$ cat config.mk
export PLATFORM = sky130hd
export DESIGN_NAME = signature_dumper_flat
export DESIGN_NICKNAME = d
export VERILOG_FILES = /design/src/rtl/sim_pkg.sv /design/src/rtl/signature_dumper_if.sv /design/src/rtl/signature_dumper.sv /design/src/flat_wrapper.sv
export SDC_FILE = /design/constraint.sdc
export NUM_CORES = 1
export LEC_CHECK = 0
export ABC_AREA = 1
export CAP_MARGIN = 20
export CELL_PAD_IN_SITES_DETAIL_PLACEMENT = 0
export CELL_PAD_IN_SITES_GLOBAL_PLACEMENT = 1
export CORE_MARGIN = 1.5
export CORE_UTILIZATION = 30
export DETAILED_ROUTE_END_ITERATION = 10
export PLACE_DENSITY_LB_ADDON = 0.1
export RECOVER_POWER = 50
export SYNTH_ARGS = -nofsm -noshare
export SYNTH_HDL_FRONTEND = slang
export SYNTH_SLANG_ARGS = --single-unit
export TNS_END_PERCENT = 50
$ cat constraint.sdc
create_clock -name clk -period 3.5 [get_ports clk]
set_input_delay 0.875 -clock clk [delete_from_list [all_inputs] [get_ports clk]]
set_output_delay 0.875 -clock clk [all_outputs]
set_load 0.05 [all_outputs]
$ cat src/rtl/sim_pkg.sv
// Shared simulation-harness definitions: dump FSM states and memory constants.
package sim_pkg;

    typedef enum logic [2:0] {
        RUN   = 3'd0,
        FETCH = 3'd1,
        LATCH = 3'd2,
        EMIT  = 3'd3,
        DONE  = 3'd4
    } dump_state_t;

    localparam logic [31:0] TOHOST_ADDR_DEFAULT = 32'h8000_1000;
    localparam int          WORD_BYTES          = 4;

endpackage

$ cat src/rtl/signature_dumper_if.sv
// Bundle of snoop, dump-port and signature-stream signals between the dumper and the harness.
interface signature_dumper_if #(
    parameter int ADDR_W = 32,
    parameter int DATA_W = 32
);
    // Stream handshake: a word transfers on every clock edge where sig_valid and
    // sig_ready are both high; while sig_valid is high and sig_ready low, sig_data
    // is held and sig_valid stays asserted until the transfer happens.
    logic [ADDR_W-1:0] sig_begin;
    logic [ADDR_W-1:0] sig_end;
    logic              snoop_we;
    logic [ADDR_W-1:0] snoop_addr;
    logic [DATA_W-1:0] snoop_wdata;
    logic              core_halt;
    logic              mem_re;
    logic [ADDR_W-1:0] mem_addr;
    logic [DATA_W-1:0] mem_rdata;
    logic              sig_valid;
    logic [DATA_W-1:0] sig_data;
    logic              sig_ready;
    logic [DATA_W-2:0] exit_code;
    logic              done;

    modport master (
        input  sig_begin, sig_end, snoop_we, snoop_addr, snoop_wdata, mem_rdata, sig_ready,
        output core_halt, mem_re, mem_addr, sig_valid, sig_data, exit_code, done
    );

    modport slave (
        output sig_begin, sig_end, snoop_we, snoop_addr, snoop_wdata, mem_rdata, sig_ready,
        input  core_halt, mem_re, mem_addr, sig_valid, sig_data, exit_code, done
    );
endinterface

$ cat src/rtl/signature_dumper.sv
// Detects the tohost halt store, stalls the core and streams the [sig_begin, sig_end)
// signature window out of data memory one word at a time.
module signature_dumper
    import sim_pkg::*;
#(
    parameter int                ADDR_W      = 32,
    parameter int                DATA_W      = 32,
    parameter logic [ADDR_W-1:0] TOHOST_ADDR = ADDR_W'(TOHOST_ADDR_DEFAULT)
) (
    input  logic                clk,
    input  logic                reset,
    signature_dumper_if.master  bus,
    output dump_state_t         o_dbg_state
);

    dump_state_t       r_state;
    dump_state_t       w_next_state;
    logic [ADDR_W-1:0] r_ptr;
    logic [DATA_W-1:0] r_sig_data;
    logic [DATA_W-2:0] r_exit_code;
    logic              w_halt_store;
    logic [ADDR_W-1:0] w_ptr_next;

    assign w_halt_store = bus.snoop_we && (bus.snoop_addr == TOHOST_ADDR) && bus.snoop_wdata[0];
    assign w_ptr_next   = r_ptr + ADDR_W'(WORD_BYTES);

    always_comb begin
        w_next_state = r_state;
        case (r_state)
            RUN: begin
                if (w_halt_store) begin
                    w_next_state = (bus.sig_begin == bus.sig_end) ? DONE : FETCH;
                end
            end
            FETCH: w_next_state = LATCH;
            LATCH: w_next_state = EMIT;
            EMIT: begin
                if (bus.sig_ready) begin
                    w_next_state = (w_ptr_next == bus.sig_end) ? DONE : FETCH;
                end
            end
            DONE:    w_next_state = DONE;
            default: w_next_state = RUN;
        endcase
    end

    always_ff @(posedge clk) begin
        if (reset) begin
            r_state     <= RUN;
            r_ptr       <= '0;
            r_sig_data  <= '0;
            r_exit_code <= '0;
        end else begin
            r_state <= w_next_state;
            // Only the first halt store is honoured; later ones arrive outside RUN.
            if (r_state == RUN && w_halt_store) begin
                r_ptr       <= bus.sig_begin;
                r_exit_code <= bus.snoop_wdata[DATA_W-1:1];
            end
            if (r_state == LATCH) begin
                r_sig_data <= bus.mem_rdata;
            end
            if (r_state == EMIT && bus.sig_ready) begin
                r_ptr <= w_ptr_next;
            end
        end
    end

    // Every output is a register or a decode of r_state, so no input reaches an output combinationally.
    assign bus.core_halt = (r_state != RUN);
    assign bus.mem_re    = (r_state == FETCH);
    assign bus.mem_addr  = r_ptr;
    assign bus.sig_valid = (r_state == EMIT);
    assign bus.sig_data  = r_sig_data;
    assign bus.exit_code = r_exit_code;
    assign bus.done      = (r_state == DONE);
    assign o_dbg_state   = r_state;

endmodule

$ cat src/flat_wrapper.sv
// flat-port wrapper written by rule: the top's interface ports become plain ports
module signature_dumper_flat import sim_pkg::*;
#(
    parameter int                ADDR_W      = 32,
    parameter int                DATA_W      = 32,
    parameter logic [ADDR_W-1:0] TOHOST_ADDR = ADDR_W'(TOHOST_ADDR_DEFAULT)
)
  (clk, reset, o_dbg_state, bus_sig_begin, bus_sig_end, bus_snoop_we, bus_snoop_addr, bus_snoop_wdata, bus_mem_rdata, bus_sig_ready, bus_core_halt, bus_mem_re, bus_mem_addr, bus_sig_valid, bus_sig_data, bus_exit_code, bus_done);
  signature_dumper_if #(.ADDR_W(ADDR_W), .DATA_W(DATA_W)) bus_i ();
  input  logic clk;
  input  logic reset;
  output dump_state_t o_dbg_state;
  input wire logic [$bits(bus_i.sig_begin)-1:0] bus_sig_begin;
  input wire logic [$bits(bus_i.sig_end)-1:0] bus_sig_end;
  input wire logic [$bits(bus_i.snoop_we)-1:0] bus_snoop_we;
  input wire logic [$bits(bus_i.snoop_addr)-1:0] bus_snoop_addr;
  input wire logic [$bits(bus_i.snoop_wdata)-1:0] bus_snoop_wdata;
  input wire logic [$bits(bus_i.mem_rdata)-1:0] bus_mem_rdata;
  input wire logic [$bits(bus_i.sig_ready)-1:0] bus_sig_ready;
  output wire logic [$bits(bus_i.core_halt)-1:0] bus_core_halt;
  output wire logic [$bits(bus_i.mem_re)-1:0] bus_mem_re;
  output wire logic [$bits(bus_i.mem_addr)-1:0] bus_mem_addr;
  output wire logic [$bits(bus_i.sig_valid)-1:0] bus_sig_valid;
  output wire logic [$bits(bus_i.sig_data)-1:0] bus_sig_data;
  output wire logic [$bits(bus_i.exit_code)-1:0] bus_exit_code;
  output wire logic [$bits(bus_i.done)-1:0] bus_done;
  assign bus_i.sig_begin = bus_sig_begin;
  assign bus_i.sig_end = bus_sig_end;
  assign bus_i.snoop_we = bus_snoop_we;
  assign bus_i.snoop_addr = bus_snoop_addr;
  assign bus_i.snoop_wdata = bus_snoop_wdata;
  assign bus_i.mem_rdata = bus_mem_rdata;
  assign bus_i.sig_ready = bus_sig_ready;
  assign bus_core_halt = bus_i.core_halt;
  assign bus_mem_re = bus_i.mem_re;
  assign bus_mem_addr = bus_i.mem_addr;
  assign bus_sig_valid = bus_i.sig_valid;
  assign bus_sig_data = bus_i.sig_data;
  assign bus_exit_code = bus_i.exit_code;
  assign bus_done = bus_i.done;
  signature_dumper #(.ADDR_W(ADDR_W), .DATA_W(DATA_W), .TOHOST_ADDR(TOHOST_ADDR)) u_core (.clk(clk), .reset(reset), .bus(bus_i), .o_dbg_state(o_dbg_state));
endmodule
==> flow_metrics.tcl, run 1 <==
set metrics [dict create \
    synth_xor_area_share_pct 5.85 \
    fin_setup_tns_ns 0 \
    cts_tree "built" \
    drtPass1Iterations 5 \
    ctsHoldBuffers 0 \
    gp_congestion 0.834 \
    clockPowerShare_pct 35.3 \
    die_h_um 141 \
    min_period_ns 2.97 \
    leakagePower_nw 3.65 \
    grt_usage_pct 22.7 \
    startpoint "u_core.o_dbg_state[1]" \
    crit_fanout 6 \
    ctsLongestPathBuffers 2 \
    syn_inst 913 \
    utilization_pct 47.9 \
    synth_cell_types 35 \
    path_class "flip-flop to output port" \
    port-buffer-count 265 \
    rrSetupSlack_ns 0.73 \
    hold_viol 0 \
    die_area_um2 19900 \
    worstHoldPathType "flip-flop to flip-flop" \
    slowest_delay_ns 0.76 \
    crit_chain "or2_2, nor2_1, inv_1, clkdlybuf4s50_1" \
    syn-cell-area_um2 5730 \
    drt-initial-drc-count 300 \
    root_buffer "clkbuf_16" \
    vdd_drop_max_mv 0.235 \
    p_per_area_nw_per_um2 328 \
    period_share_pct 84.7 \
    antenna_found_initial 1 \
    drv_slew 0 \
    start_util_pct 30.6 \
    fmax_mhz 337 \
    core_um2 18700 \
    cts.clk_slew.worst_paths_ns 0.08 \
    grt_pass1_wl_mm 34.8 \
    worst_setup_path_start_kind "flip-flop" \
    cts_resized 0 \
    seq_area_frac_synth_pct 34.2 \
    arrival_ns 2.09 \
    synth_area_leaders "dfxtp_1, nand2_1, nor2_1, nand3_1, o21ai_0" \
    placedInstanceArea_um2 8650 \
    power_switching_share_pct 32.4 \
    synth_top_family_by_area "simple AND/OR/NAND/NOR gates" \
    muxShareOfSynthArea_pct 0 \
    crit-reg2reg-capture "u_core.o_dbg_state[0]" \
    p_int_mw 1.99 \
    wl_mm 22.3 \
    vias 6581 \
    synthAdderAreaFrac_pct 0.218 \
    clk-insertion-delay-late_ns 0.36 \
    die_x_um 141 \
    power_frac_seq_pct 40.3 \
    final_nets 1335 \
    crit_path_end_kind "output port" \
    ios 266 \
    syn_nets 1078 \
    synth_area_per_cell_um2 6.28 \
    endpoint "bus_core_halt" \
    synth_top_cell_area_share_pct 34.2 \
    met3_usage_pct 6.96 \
    busiest_layer "met2" \
    rsz0062_at_grt "false" \
    design_area_um2 8970 \
    nFillCells 1990 \
    critPathSlowestCell "clkdlybuf4s50_1" \
    yosys_register_bits 98 \
    postCtsSetupBuffers 0 \
    synth_warnings 0 \
    r2r_start "u_core.bus.mem_addr[2]" \
    relSlewSlack_pct 15.7 \
    cts_buffers 9 \
    yosys.area_share.simple_pct 42.4 \
    detailed_place_hpwl_mm 17.0 \
    rows 50 \
    cts_sinks 98 \
    wl_per_cell_um 15.8 \
    gr-usage-met2_pct 39.1 \
    combPwrFrac_pct 24.4 \
    final_antenna_net_count 0 \
    power_mw 2.94 \
    grt_pass1_vias 6419 \
    viasPerCell 4.67 \
    required_ns 2.62 \
    synth-compound-area-share_pct 10.8 \
    drc 0 \
    met1_usage_pct 26.8 \
    grt_max_degree 45 \
    p_switching_mw 0.954 \
    grt.overflow.total 0 \
    r2r_cells 18 \
    timing.max_cap.violations 0 \
    drive_gt1_share_pct 5.11 \
    worst_slew_pin_slew_ns 1.26 \
    setup_viol 0 \
    skew_ns 0.0129 \
    ctsHtreeMaxLevel 3 \
    areaGrowthSynthToFinish_pct 56.5 \
    synth_top_area_cell "dfxtp_1" \
    outcome "complete, no violations" \
]
==> through the flow <==
step,hold WS [ns],setup WS (ns),cells
3_5_place_dp,0.472,0.336,1392
2_1_floorplan,0.703,0.763,913
5_1_grt,0.499,0.446,1409
4_1_cts,0.488,0.500,1408
6_report,0.475,0.534,1410
3_3_place_gp,0.461,0.373,1392
==> cells in the final DEF (no fill, tap or decap), types with 2 or more instances in the layout <==
cell	count
nor4_1	6
and2_1	2
nand2_1	246
dfxtp_1	98
clkdlybuf4s50_1	197
o21ai_0	69
nor2_4	5
nor2_2	9
nand3_1	71
inv_1	66
nand4_1	9
dlygate4sd3_1	68
or2_2	12
o2111ai_1	5
o211ai_1	4
a21oi_1	9
xor2_1	9
nand3b_1	11
a31oi_1	19
inv_6	4
xnor2_1	24
nand2_2	5
clkbuf_16	9
a22oi_1	2
buf_4	8
nor2_1	190
nor3_1	2
==> power groups by stage <==
stage	Clock (mW)	Sequential, mW	Combinational (mW)
finish	1.04	1.18	0.717
global route	1.11	1.19	0.771
CTS	1.07	1.19	0.733
detailed placement	0	1.21	0.729
global placement	0	1.21	0.731
floorplan	0	1.38	0.196
==> worst min path at each step <==
stage | slack (ns) | endpoint | start | cells after the start
floorplan | 0.70 | u_core.bus.sig_data[0] | u_core.bus.sig_data[0] | 2
global placement | 0.46 | u_core.bus.sig_data[26] | u_core.bus.sig_data[26] | 2
detailed placement | 0.47 | u_core.bus.sig_data[5] | u_core.bus.sig_data[5] | 2
CTS | 0.49 | u_core.bus.sig_data[20] | u_core.bus.sig_data[20] | 2
global route | 0.50 | u_core.bus.exit_code[12] | u_core.bus.exit_code[12] | 2
finish | 0.48 | u_core.bus.sig_data[1] | u_core.bus.sig_data[1] | 2
==> logic make-up after synthesis <==
family | count (synthesis)
buf+inv | 97
fa+ha+maj | 1
compound gates | 111
xor+xnor | 35
simple gates | 571
flops | 98
==> critical path: cells and delay by family (launching register included) <==
kind / cells / cell delay (ns)
flops: 1 / 0.37
simple gates: 2 / 0.51
buf+inv: 2 / 0.85
==> state kept, by name, summed over array words and instances, names as in the netlist <==
name                  flops
u_core.bus.exit_code     31
u_core.bus.mem_addr      32
u_core.bus.sig_data      32
u_core.o_dbg_state        3
==> cells in the mapped netlist <==
cell	count
xor3_1	1
nand2_1	246
a21oi_1	9
nor2_4	5
or2_0	1
nand3b_1	11
nand4_1	9
o211ai_1	4
nand2_4	1
dfxtp_1	98
nand2_2	5
nor3_1	2
nor2_2	8
nor2_1	191
inv_1	66
buf_1	3
a22oi_1	2
a31oi_1	19
inv_2	1
xor2_1	9
and2_1	2
o21ai_2	1
nor4_1	6
xnor2_1	24
or2_2	12
o21ai_1	1
o2111ai_1	5
o21ai_0	69
xnor3_1	1
nand3_1	71
o21bai_1	1
and3_1	1
ha_1	1
buf_2	4
clkbuf_1	23
==> per-layer routing <==
layer / part of all wire, % / vias up
met2: 48 / 178
li1: - / 3449
met1: 42 / 2924
met5: 0 / -
met3: 7.3 / 30
met4: 2.4 / 0
==> final cells by class <==
| type | instances | area, µm² | share of cell area [%] |
|---|---|---|---|
| Antenna cell | 1 | 2.50 | 0.0279 |
| Clock buffer | 9 | 225 | 2.51 |
| Clock inverter | 7 | 67.6 | 0.754 |
| Inverter | 67 | 251 | 2.80 |
| Multi-Input combinational cell | 718 | 3400 | 37.9 |
| Sequential cell | 98 | 1960 | 21.9 |
| Tap cell | 234 | 293 | 3.27 |
| Timing Repair Buffer | 276 | 2760 | 30.8 |
Power figures use the tool's default switching activity.
==> run 2: changes to the inputs <==
CORE_UTILIZATION = 25   (was 30)
clock period = 2.7 ns   (was 3.5 ns; I/O delays follow)
==> flow_metrics.tcl, run 2 (synthesized netlist as in run 1, its figures left out) <==
set metrics [dict create \
    outcome "complete, no violations" \
    areaGrowthSynthToFinish_pct 61.9 \
    hold_depth 2 \
    grt.overflow.total 0 \
    root_buffer "clkbuf_16" \
    crit_path_end_kind "output port" \
    antenna_found_initial 0 \
    gp_congestion 0.816 \
    power_switching_share_pct 32.8 \
    nFillCells 2438 \
    wl_mm 23.5 \
    drc 0 \
    core_um2 22600 \
    worst_setup_path_start_kind "flip-flop" \
    grt_pass1_wl_mm 36.4 \
    start_util_pct 25.4 \
    cts_tree "built" \
    ctsLongestPathBuffers 2 \
    clk-insertion-delay-late_ns 0.36 \
    drtPass1Iterations 5 \
    timing.max_cap.violations 0 \
    vias 6641 \
    clockPowerShare_pct 36.0 \
    min_period_ns 2.54 \
    ios 266 \
    die_x_um 154 \
    port-buffer-count 265 \
    p_switching_mw 1.26 \
    hold_viol 0 \
    crit_fanout 5 \
    drt-initial-drc-count 355 \
    detailed_place_hpwl_mm 18.4 \
    final_nets 1365 \
    leakagePower_nw 3.80 \
    postCtsSetupBuffers 0 \
    grt_usage_pct 19.8 \
    vdd_drop_max_mv 0.266 \
    rows 55 \
    fmax_mhz 393 \
    cts.clk_slew.worst_paths_ns 0.08 \
    required_ns 2.03 \
    grt_max_degree 76 \
    setup_viol 0 \
    fin_setup_tns_ns 0 \
    hold_ws_ns 0.478 \
    worstHoldPathType "flip-flop to flip-flop" \
    r2r_cells 15 \
    combPwrFrac_pct 24.1 \
    worst_slew_pin_slew_ns 1.34 \
    viasPerCell 4.46 \
    rsz0062_at_grt "false" \
    power_frac_seq_pct 39.9 \
    layout_common_cells "nand2_1, clkdlybuf4s50_1, nor2_1" \
    wl_per_cell_um 15.8 \
    grt_pass1_vias 6599 \
    cts_sinks 98 \
    p_per_area_nw_per_um2 415 \
    die_area_um2 23800 \
    drv_slew 0 \
    period_share_pct 94.1 \
    mostFrequentLayoutCell "nand2_1" \
    p_int_mw 2.58 \
    drive_gt1_share_pct 7.72 \
    cts_resized 0 \
    path_class "flip-flop to output port" \
    antenna_cells 0 \
    die_h_um 154 \
    ctsHoldBuffers 0 \
    arrival_ns 1.87 \
    ctsHtreeMaxLevel 3 \
    cts_buffers 9 \
    skew_ns 0.0109 \
    relSlewSlack_pct 10.9 \
    final_antenna_net_count 0 \
]
-- run 2: worst max-delay path, stage by stage (launching register included) --
cell and delay, ns:
dfxtp_1 0.35, inv_1 0.09, nand2_1 0.08, nor2_1 0.12, clkdlybuf4s50_1 0.87
-- run 2: power groups by stage --
stage | logic, mW | registers (mW) | clock network (mW)
6_report | 0.927 | 1.54 | 1.38
5_1_grt | 1.01 | 1.55 | 1.47
4_1_cts | 0.961 | 1.54 | 1.43
3_5_place_dp | 0.957 | 1.57 | 0
3_3_place_gp | 0.963 | 1.57 | 0
2_1_floorplan | 0.255 | 1.79 | 0
-- run 2: stage by stage --
| step | power (mW) | instances | area, µm² | util [%] | worst slack (ns) |
|---|---|---|---|---|---|
| 2_1_floorplan | 2.04 | 913 | 5730 | - | 0.238 |
| 3_3_place_gp | 2.53 | 1474 | 8980 | 39.8 | -0.0286 |
| 4_1_cts | 3.93 | 1490 | 9280 | 41.1 | 0.131 |
| 6_report | 3.85 | 1490 | 9280 | 41.1 | 0.158 |
| 3_5_place_dp | 2.53 | 1474 | 8980 | 39.8 | -0.0845 |
| 5_1_grt | 4.03 | 1490 | 9280 | 41.1 | 0.0325 |
-- run 2: layer usage --
layer / up-vias / share of wire (%) / GRT usage (%)
li1: 3507 / - / -
met1: 2925 / 43 / 23.6
met2: 192 / 49 / 35.1
met3: 17 / 7.6 / 5.55
met4: 0 / 1.2 / 5.22
met5: - / 0 / 0
-- run 2: path summary, 6_finish.rpt --
path                                               from                 endpoint  slack (ns)
worst max register to register   u_core.bus.mem_addr[8]    u_core.o_dbg_state[0]        0.24
worst max-delay path              u_core.o_dbg_state[2]               bus_mem_re        0.16
worst min register to register  u_core.bus.sig_data[15]  u_core.bus.sig_data[15]        0.48
worst min-delay path            u_core.bus.sig_data[15]  u_core.bus.sig_data[15]        0.48
-- run 2: final cells by class --
type                    count  area, µm²  share of cell area, %
well taps                 285        357                   3.84
clock inverters             7       80.1                  0.863
inverters                  67        251                   2.71
repair buffers            306       2990                   32.3
clock buffers               9        225                   2.43
flip-flops and latches     98       1960                   21.2
multi-input cells         718       3410                   36.7
==> run 3: changes to the inputs <==
SETUP_SLACK_MARGIN = 0.3   (was not set)
SLEW_MARGIN = 10   (was not set)
==> flow_metrics.tcl, run 3 (synthesized netlist as in run 1, its figures left out) <==
set metrics [dict create \
    outcome "complete, no violations" \
    wl_per_cell_um 15.8 \
    rsz0062_at_grt "true" \
    cts_sinks 98 \
    drc 0 \
    rows 55 \
    die_h_um 154 \
    path_class "flip-flop to output port" \
    clk-insertion-delay-late_ns 0.36 \
    multiInputGateArea_um2 3470 \
    drtPass1Iterations 5 \
    period_share_pct 88.6 \
    required_ns 2.03 \
    core_um2 22600 \
    antenna_found_initial 3 \
    path_buf_inv 1 \
    vdd_drop_max_mv 0.284 \
    final_nets 1366 \
    drt-initial-drc-count 366 \
    crit_family "buffers and inverters" \
    gp_congestion 0.859 \
    cts_buffers 9 \
    drive_gt1_share_pct 9.62 \
    vias 6652 \
    grt_max_degree 76 \
    grt.overflow.total 0 \
    p_per_area_nw_per_um2 410 \
    grt_pass1_wl_mm 36.4 \
    worst_setup_path_start_kind "flip-flop" \
    crit_fanout 5 \
    root_buffer "clkbuf_16" \
    power_mw 3.83 \
    relSlewSlack_pct 10.9 \
    skew_ns 0.0114 \
    wl_mm 23.6 \
    drv_slew 0 \
    areaGrowthSynthToFinish_pct 62.8 \
    leakagePower_nw 3.81 \
    ios 266 \
    arrival_ns 1.72 \
    viasPerCell 4.45 \
    hold_viol 0 \
    critPathSlowestCell "clkdlybuf4s50_1" \
    fin_setup_tns_ns 0 \
    detailed_place_hpwl_mm 18.3 \
    final_antenna_net_count 0 \
    crit_chain "clkdlybuf4s50_1" \
    worstHoldPathType "flip-flop to flip-flop" \
    grt_pass1_vias 6609 \
    cts_tree "built" \
    regArea_um2 1970 \
    die_area_um2 23800 \
    slowest_delay_ns 0.88 \
    hold_ws_ns 0.478 \
    worst_slew_pin_slew_ns 1.34 \
    start_util_pct 25.4 \
    ctsLongestPathBuffers 2 \
    min_period_ns 2.39 \
    fmax_mhz 418 \
    crit_path_end_kind "output port" \
    setup_viol 0 \
    mostFrequentLayoutCell "nand2_1" \
    nFillCells 2456 \
    layout_common_cells "nand2_1, clkdlybuf4s50_1, nor2_1" \
    timing.max_cap.violations 0 \
    grt_usage_pct 19.8 \
    cts.clk_slew.worst_paths_ns 0.07 \
    die_x_um 154 \
    port-buffer-count 265 \
    ctsHtreeMaxLevel 3 \
]
==> run 3: cell types whose count changed in the layout (fill, tap and decap cells not counted), moves of 3 or more <==
cell           previous run  this run
dfxtp_1                  98        90
diode_2                   0         3
dlygate4sd3_1            65        58
nor2_1                  189       179
nor2_2                    9        14
nor2_4                    6        11
clkbuf_1                  3         8
dfxtp_2                   0         8
==> run 3: path summary, 6_finish.rpt <==
kind / to / slack, ns / startpoint / depth (start not counted)
setup / recovery: bus_mem_addr[6] / 0.31 / u_core.bus.mem_addr[6] / 1
setup reg to reg: u_core.o_dbg_state[0] / 0.38 / u_core.bus.mem_addr[3] / 18
hold / removal: u_core.bus.sig_data[27] / 0.48 / u_core.bus.sig_data[27] / 2
hold reg to reg: u_core.bus.sig_data[27] / 0.48 / u_core.bus.sig_data[27] / 2
==> run 3: power breakdown <==
| group | total [mW] | switching [mW] | leakage, nW | internal [mW] |
|---|---|---|---|---|
| clock network | 1.36 | 0.695 | 0.146 | 0.666 |
| registers | 1.54 | 0.0311 | 0.794 | 1.51 |
| logic | 0.930 | 0.518 | 2.87 | 0.413 |
| total | 3.83 | 1.24 | 3.81 | 2.58 |
==> run 3: per-layer routing <==
metal / up-vias / global-route usage, % / routed length [µm]
li1: 3523 / - / -
met1: 2942 / 23.4 / 10000
met2: 166 / 34.4 / 11400
met3: 21 / 5.80 / 1690
met4: 0 / 6.59 / 444
met5: - / 0 / 0
==> run 3: what timing repair did <==
item | in CTS | in global routing
gates resized for setup | 8 | 30
hold buffers | 0 | 0
setup buffers | 0 | 1
endpoints found under the hold margin | 0 | 0
pin swaps | 0 | 10
setup endpoints to repair | 9 | 65
==> run 3: final cells by class <==
class,instances,share of cell area [%]
Antenna cell,3,0.0805
Multi-Input combinational cell,718,37.2
Sequential cell,98,21.1
Inverter,67,2.70
Clock buffer,9,2.41
Tap cell,285,3.82
Timing Repair Buffer,307,31.8
Clock inverter,7,0.859
==> run 3: per-stage QoR <==
stage / std cells / area (µm²) / setup slack (ns) / util [%]
6_report: 1494 / 9330 / 0.309 / 41.3
5_1_grt: 1494 / 9330 / 0.174 / 41.3
4_1_cts: 1490 / 9290 / 0.273 / 41.1
3_5_place_dp: 1474 / 8970 / -0.0338 / 39.7
3_3_place_gp: 1474 / 8970 / -0.119 / 39.7
2_1_floorplan: 913 / 5730 / 0.287 / -
